[config.mk]
export PLATFORM = sky130hd
export DESIGN_NAME = cvxif_copro_responder
export DESIGN_NICKNAME = d
export VERILOG_FILES = /design/src/rtl/cvxif_copro_responder.sv
export SDC_FILE = /design/constraint.sdc
export NUM_CORES = 2
export LEC_CHECK = 0
export ABC_CLOCK_PERIOD_IN_PS = 24800
export CAP_MARGIN = 20
export CORE_ASPECT_RATIO = 1.25
export CORE_UTILIZATION = 40
export CTS_CLUSTER_DIAMETER = 60
export CTS_CLUSTER_SIZE = 12
export DETAILED_ROUTE_END_ITERATION = 8
export GPL_TIMING_DRIVEN = 0
export PLACE_DENSITY_LB_ADDON = 0.08
export SLEW_MARGIN = 20
export SYNTH_ARGS = -nofsm -noshare
export SYNTH_HDL_FRONTEND = slang
export SYNTH_SLANG_ARGS = --single-unit
[constraint.sdc]
create_clock -name clk_i -period 24.8 [get_ports clk_i]
set_input_delay 4.96 -clock clk_i [delete_from_list [all_inputs] [get_ports clk_i]]
set_output_delay 4.96 -clock clk_i [all_outputs]
set_load 0.01 [all_outputs]
[src/rtl/cvxif_copro_responder.sv]
// Coprocessor side of the CV-X-IF offload interface: decodes custom-0 ALU ops,
// tracks outstanding instructions in an in-order queue and returns results in issue order.
module cvxif_copro_responder #(
  parameter int DEPTH = 4,
  parameter int IdW   = 3,
  parameter int XLEN  = 64
) (
  input  logic            clk_i,
  input  logic            rst_i,
  input  logic            x_issue_valid_i,
  output logic            x_issue_ready_o,
  input  logic [31:0]     x_issue_instr_i,
  input  logic [IdW-1:0]  x_issue_id_i,
  output logic            x_issue_accept_o,
  output logic            x_issue_writeback_o,
  input  logic            x_register_valid_i,
  output logic            x_register_ready_o,
  input  logic [IdW-1:0]  x_register_id_i,
  input  logic [XLEN-1:0] x_register_rs1_i,
  input  logic [XLEN-1:0] x_register_rs2_i,
  input  logic            x_commit_valid_i,
  input  logic [IdW-1:0]  x_commit_id_i,
  input  logic            x_commit_kill_i,
  output logic            x_result_valid_o,
  input  logic            x_result_ready_i,
  output logic [IdW-1:0]  x_result_id_o,
  output logic [XLEN-1:0] x_result_data_o,
  output logic [4:0]      x_result_rd_o,
  output logic            x_result_we_o
);

  localparam int PtrW = $clog2(DEPTH);
  localparam logic [PtrW:0] DEPTH_CNT = (PtrW+1)'(DEPTH);
  localparam logic [6:0] OPC_CUSTOM0 = 7'b0001011;

  typedef enum logic [2:0] {
    F3_ADD = 3'b000,
    F3_SUB = 3'b001,
    F3_XOR = 3'b010,
    F3_NOP = 3'b100
  } funct3_e;

  logic [DEPTH-1:0] ent_v, ent_ops, ent_com, ent_kill;
  logic [IdW-1:0]   ent_id  [DEPTH];
  logic [4:0]       ent_rd  [DEPTH];
  logic [2:0]       ent_f3  [DEPTH];
  logic [XLEN-1:0]  ent_rs1 [DEPTH];
  logic [XLEN-1:0]  ent_rs2 [DEPTH];

  logic [PtrW-1:0] head, tail;
  logic [PtrW:0]   count;

  logic            res_valid;
  logic [IdW-1:0]  res_id;
  logic [XLEN-1:0] res_data;
  logic [4:0]      res_rd;

  logic [6:0] dec_opc;
  logic [2:0] dec_f3;
  logic [4:0] dec_rd;
  logic       dec_ok, dec_nop, issue_ready, issue_fire, commit_to_new;
  logic       head_v, head_live, retire_kill, retire_nop, retire_alu, retire, res_free;
  logic [XLEN-1:0] alu_result;
  logic       unused_instr_bits;

  assign dec_opc = x_issue_instr_i[6:0];
  assign dec_rd  = x_issue_instr_i[11:7];
  assign dec_f3  = x_issue_instr_i[14:12];
  assign unused_instr_bits = ^x_issue_instr_i[31:15];

  assign dec_nop = (dec_f3 == F3_NOP);
  assign dec_ok  = (dec_opc == OPC_CUSTOM0) &&
                   (dec_f3 == F3_ADD || dec_f3 == F3_SUB || dec_f3 == F3_XOR || dec_nop);

  // Reset forces the combinational handshake outputs low so every output reads 0 in reset.
  assign issue_ready         = !rst_i && (count < DEPTH_CNT);
  assign issue_fire          = x_issue_valid_i && issue_ready && dec_ok;
  assign x_issue_ready_o     = issue_ready;
  assign x_issue_accept_o    = issue_fire;
  assign x_issue_writeback_o = issue_fire && !dec_nop;
  assign x_register_ready_o  = !rst_i;

  // A commit naming the id being issued this cycle belongs to the new entry, not a stale one.
  assign commit_to_new = x_commit_valid_i && issue_fire && (x_commit_id_i == x_issue_id_i);

  assign head_v      = ent_v[head];
  assign head_live   = head_v && ent_com[head] && !ent_kill[head];
  assign res_free    = !res_valid || x_result_ready_i;
  assign retire_kill = head_v && ent_com[head] && ent_kill[head];
  assign retire_nop  = head_live && (ent_f3[head] == F3_NOP);
  assign retire_alu  = head_live && (ent_f3[head] != F3_NOP) && ent_ops[head] && res_free;
  assign retire      = retire_kill || retire_nop || retire_alu;

  always_comb begin
    alu_result = '0;
    case (ent_f3[head])
      F3_ADD:  alu_result = ent_rs1[head] + ent_rs2[head];
      F3_SUB:  alu_result = ent_rs1[head] - ent_rs2[head];
      F3_XOR:  alu_result = ent_rs1[head] ^ ent_rs2[head];
      default: alu_result = '0;
    endcase
  end

  // Queue storage: operand/commit CAM updates first, then retire, then the new issue.
  always_ff @(posedge clk_i or posedge rst_i) begin
    if (rst_i) begin
      ent_v    <= '0;
      ent_ops  <= '0;
      ent_com  <= '0;
      ent_kill <= '0;
      for (int i = 0; i < DEPTH; i++) begin
        ent_id[i]  <= '0;
        ent_rd[i]  <= '0;
        ent_f3[i]  <= '0;
        ent_rs1[i] <= '0;
        ent_rs2[i] <= '0;
      end
    end else begin
      for (int i = 0; i < DEPTH; i++) begin
        if (ent_v[i] && x_register_valid_i && ent_id[i] == x_register_id_i) begin
          ent_ops[i] <= 1'b1;
          ent_rs1[i] <= x_register_rs1_i;
          ent_rs2[i] <= x_register_rs2_i;
        end
        if (ent_v[i] && x_commit_valid_i && !commit_to_new && ent_id[i] == x_commit_id_i) begin
          ent_com[i]  <= 1'b1;
          ent_kill[i] <= x_commit_kill_i;
        end
        if (retire && head == PtrW'(i)) begin
          ent_v[i] <= 1'b0;
        end
        if (issue_fire && tail == PtrW'(i)) begin
          ent_v[i]    <= 1'b1;
          ent_ops[i]  <= 1'b0;
          ent_com[i]  <= commit_to_new;
          ent_kill[i] <= commit_to_new && x_commit_kill_i;
          ent_id[i]   <= x_issue_id_i;
          ent_rd[i]   <= dec_rd;
          ent_f3[i]   <= dec_f3;
        end
      end
    end
  end

  always_ff @(posedge clk_i or posedge rst_i) begin
    if (rst_i) begin
      head  <= '0;
      tail  <= '0;
      count <= '0;
    end else begin
      if (issue_fire) tail <= tail + 1'b1;
      if (retire)     head <= head + 1'b1;
      case ({issue_fire, retire})
        2'b10:   count <= count + 1'b1;
        2'b01:   count <= count - 1'b1;
        default: count <= count;
      endcase
    end
  end

  // Result register can be consumed and refilled in the same cycle for back-to-back results.
  always_ff @(posedge clk_i or posedge rst_i) begin
    if (rst_i) begin
      res_valid <= 1'b0;
      res_id    <= '0;
      res_data  <= '0;
      res_rd    <= '0;
    end else if (retire_alu) begin
      res_valid <= 1'b1;
      res_id    <= ent_id[head];
      res_data  <= alu_result;
      res_rd    <= ent_rd[head];
    end else if (x_result_ready_i) begin
      res_valid <= 1'b0;
    end
  end

  assign x_result_valid_o = res_valid;
  assign x_result_id_o    = res_id;
  assign x_result_data_o  = res_data;
  assign x_result_rd_o    = res_rd;
  assign x_result_we_o    = res_valid;

endmodule
Word level (Yosys, flattened, before mapping)
Cells that the tools add are included.
Operators by class
  add/sub/neg operators: 6
  $mul: 0
  div/mod/pow operators: 0
  order comparisons: 3
  equality and inequality tests: 25
  shifts and indexed selects: 0
  muxes and demuxes: 59
  bitwise logic cells: 2
  reductions and logical operators: 72
Operators by type and width (number)
  64-bit binary-select mux with 2-bit select: 2
  64-bit two-way mux: 4
  64-bit case mux with 3 select lines: 1
  64-bit adder: 1
  64-bit subtractor: 1
  64-bit XOR: 1
  1-bit logical AND: 43
  1-bit two-way mux: 38
  2-bit nonzero test: 14
  3-bit equality test: 9
  3-bit binary-select mux with 2-bit select: 2
  3-bit two-way mux: 4
  5-bit binary-select mux with 2-bit select: 1
  2-bit equality test (second input constant): 5
  5-bit two-way mux: 2
  1-bit binary-select mux with 2-bit select: 4
  7-bit by 4-bit equality test with 1-bit output (second input constant): 1
  2-bit by 1-bit equality test with 1-bit output (second input constant): 3
  3-bit by 1-bit equality test with 1-bit output (second input constant): 2
  3-bit by 2-bit equality test with 1-bit output (second input constant): 2
  3-bit equality test (second input constant): 2
  3-bit zero test: 2
  1-bit logical OR: 6
  3-bit case mux with 2 select lines: 1
  10 further kinds: 16
Storage, ports and cells
  register bits: 652
  latch bits: 0
  memory bits (writable): 0
  ROM bits: 0
  bits of input ports: 176
  output and inout bits: 78
  logic and storage cells: 210
  memories: 0

Logic depth before layout (Yosys ltp)
  depth in word-level cells: 13
  gate-level depth with buffers: 26
  gate-level depth less buffers: 22

Worst setup path before layout
OpenSTA, ideal clock, no wires.
  path type: input port to output port
  start point: input rst_i
  end point: output x_register_ready_o
  arrival: 18.376 ns
  required time: 19.840 ns
  setup slack: 1.464 ns
  stages: 1
  path buffers: 0
  path through: inv_1
On the way
  cells in the longest elaborated chain, start to end: 1
RTL lines
  start, declared: line 9  | input logic rst_i,
  1-bit zero test (no line)
  end, declared: line 17  | output logic x_register_ready_o,
No other way between the ends.

Worst setup path in the final report
  start point: input x_issue_instr_i[13]
  end point: output x_issue_accept_o
On the way
  cells in the longest elaborated chain, start to end: 6
  elaborated cells between the ends (all ways): 9
  those cells by class: 3 x eq/ne; 6 x reduce/logical
RTL lines
  start, declared: line 12  | input logic [31:0] x_issue_instr_i,
  3-bit by 1-bit equality test with 1-bit output or 3-bit zero test (tied branches): line 73  | (dec_f3 == F3_ADD || dec_f3 == F3_SUB || dec_f3 == F3_XOR || dec_nop);
  1-bit logical OR (2 in a row): line 73
  1-bit logical OR *: line 73
  1-bit logical AND *: line 72  | assign dec_ok = (dec_opc == OPC_CUSTOM0) &&
  1-bit logical AND *: line 77  | assign issue_fire = x_issue_valid_i && issue_ready && dec_ok;
  end, declared: line 14  | output logic x_issue_accept_o,
Every way passes the cells marked *; elsewhere a longest branch is shown, timed or not.

==> results.cfg <==
[power_and_ir_drop]
power_leakage_nw = 18.85
power.density_nw_per_um2 = 53.51
ir_drop_mv = 0.04542

[timing]
worst_slew_pin_slew_ns = 1.180
min_period_over_period_pct = 50.37
report.final.slew_viol_count = 0
timing.final.ws_setup_ns = 12.31
fmax_mhz = 80.05
clock_skew_ns = 0.02111
min_period_ns = 12.49
finalSetupViolations = 0
whs_ns = 0.4795
relSlewSlack_pct = 21.02
hold_viol_final = 0
rsz0062_at_grt = no

[clock_network]
clockBufferDepth = 3
clk_latency_ns = 0.64
cts_setup_buffers = 0
cts.reportedPaths.clkPinSlew_ns = 0.06
cts_sinks = 652
tritoncts = yes
root_buffer = clkbuf_16
cts-buffers-inserted = 68
hold_buffers = 0
cts.htree.levels = 3
cts.repair.resized = 0

[placement]
gp_congestion = 0.9277
post-place-ws_ns = 11.87
io_buffers = 232
hpwlAfterDp_um = 81670
dp_cells = 4007

[grt]
grt_max_degree = 108
grtUsageTotal_pct = 25.17
grt.overflow.total = 0
antenna_found_initial = 12
grt_pass1_wl_um = 162200
grt_pass1_vias = 25090

[logic_synthesis]
synth_area_leaders = dfrtp_1 (48%), mux2_2 (19%), mux4_2 (9.2%)
synth_area_um2 = 34220
synthDistinctLibCells = 82
avgSynthCellArea_um2 = 12.77
synth-seq-cells = 652
synth-seq-area-share_pct = 47.68
postSynthCellCount = 2680
yosysTopAreaCell = dfrtp_1
synth_ff_type = dfrtp_1
yosys_warnings = 0
synth_top_area_share_pct = 47.68
synth_async_sr_flop_share_pct = 100.0
synth_fp_nets = 2931
synth_edf_count = 0

[setup_path]
end_kind = output pin
rrSetupSlack_ns = 15.81
setup.worst_path.start_class = primary input
r2r-start = head[1]
endpoint = x_issue_accept_o
cp_data_arrival_time_ns = 7.53
rr_endpoint = x_result_data_o[52]
critPathMaxFanout = 10
critPathKind = in -> out
critical_path_required_ns = 19.84
reg2regPathDepth = 20
crit_start = x_issue_instr_i[13]

[finish]
area_growth_pct = 17.19
drive_above_1_share_pct = 28.50
nNetsFinal = 3240
final_cells = 4104
fin_util_pct = 47.50

[route]
viasPerCell = 5.746
ant_nets = 0
vias = 23580
drt_wl_total_um = 108100
firstDrtPassIters = 5
drt-wirelength-per-cell_um = 26.33
first_iter_violations = 1378
post-route-drc-count = 0

[floorplan]
io_pins = 254
coreArea_um2 = 84420
initial_core_util_pct = 40.53
num_rows = 119
die_x_um = 263.6
fp.dieH_um = 329.0
die_area_um2 = 86730

[outcome]
status = finished, final reports clean

[min_path]
hold_class = reg -> reg

[run]
max_cap_violations = 0
## critical path, stage by stage
cell and delay [ns]:
clkdlybuf4s50_1 0.53, maj3_1 0.42, nor3_2 0.57, clkbuf_1 0.42
clkdlybuf4s50_1 0.63
## report_power, final
| part | internal, W | switching (W) |
|---|---|---|
| registers | 0.00108 | 0.00000714 |
| clock network | 0.000533 | 0.000435 |
| logic | 0.0000427 | 0.0000506 |
| total | 0.00165 | 0.000493 |
## metrics by stage
step | TNS, ns | total power [W] | area, um^2
global placement | -3099.57 | 0.001192 | 37900
global route | 0 | 0.002221 | 40090
floorplan | 0 | 0.001145 | 34220
CTS | 0 | 0.002176 | 40070
finish | 0 | 0.002146 | 40100
detailed placement | 0 | 0.001199 | 38090
## cell usage in the layout, fill, tap and decap left out, types with 34 or more instances in the layout
master,instances
dfrtp_1,652
mux2_2,564
clkdlybuf4s50_1,232
mux4_2,140
nand2_1,140
clkbuf_1,127
a21oi_1,126
o21ai_0,118
xnor2_1,110
xor2_1,107
nor2_1,78
ha_1,73
clkbuf_16,68
nor3_1,45
a21o_1,43
a22oi_1,38
inv_1,34
## logic make-up (layout without fill, tap and decap cells)
| group | after synthesis | count (layout) | synth area share, % |
|---|---|---|---|
| AND/OR/NAND/NOR | 394 | 394 | 5.704 |
| flip-flops | 652 | 652 | 47.68 |
| XOR/XNOR | 217 | 217 | 5.554 |
| other | 0 | 5 | 0 |
| AO/OA/AOI/OAI | 435 | 435 | 7.832 |
| multiplexers | 710 | 710 | 27.95 |
| adder cells (fa/ha/maj) | 76 | 76 | 2.816 |
| buffers and inverters | 196 | 526 | 2.461 |
## worst min-delay path by stage
stage | from | to | slack (ns) | cells after the start
after CTS | count[0] | count[0] | 0.48 | 1
after floorplan | count[2] | count[2] | 0.44 | 1
final | x_result_data_o[8] | x_result_data_o[8] | 0.48 | 2
after global placement | count[0] | count[0] | 0.46 | 1
after global routing | count[0] | count[0] | 0.49 | 1
after detailed placement | count[0] | count[0] | 0.47 | 1
## per-layer routing
layer  global-route usage [%]  share of wire, %  up-vias
met3                    3.506               4.6      149
met5                        0              0.12        -
met1                    33.12                44    12320
li1                         -                 -    10460
met4                    7.907               2.4       20
met2                    42.96                49      629
## flip-flops by register name, indices dropped and copies added (netlist names)
signal / cells
count: 3
ent_com: 4
ent_f3: 12
ent_id: 12
ent_kill: 4
ent_ops: 4
ent_rd: 20
ent_rs1: 256
ent_rs2: 256
ent_v: 4
head: 2
tail: 2
x_result_data_o: 64
x_result_id_o: 3
x_result_rd_o: 5
x_result_valid_o: 1
## cells in the mapped netlist (all sizes together), types with 31 or more instances
master    n
nor3     49
o21ai   122
nand2   140
mux4    140
dfrtp   652
buf      31
clkbuf  130
ha       73
nand4    31
a21o     43
xor2    107
mux2    564
a21oi   127
inv      35
a22oi    38
nor2     81
xnor2   110
## area by class of cell
| type | count | area [um^2] |
|---|---|---|
| Fill cell | 7530 | 44320 |
| Antenna cell | 5 | 12.51 |
| Timing Repair Buffer | 239 | 2499 |
| Tap cell | 1089 | 1363 |
| Clock inverter | 16 | 214.0 |
| Sequential cell | 652 | 16320 |
| Multi-Input combinational cell | 1832 | 17070 |
| Inverter | 35 | 138.9 |
| Clock buffer | 75 | 1768 |
| Buffer | 161 | 719.4 |
No activity file was read; power rests on OpenSTA's default activity.
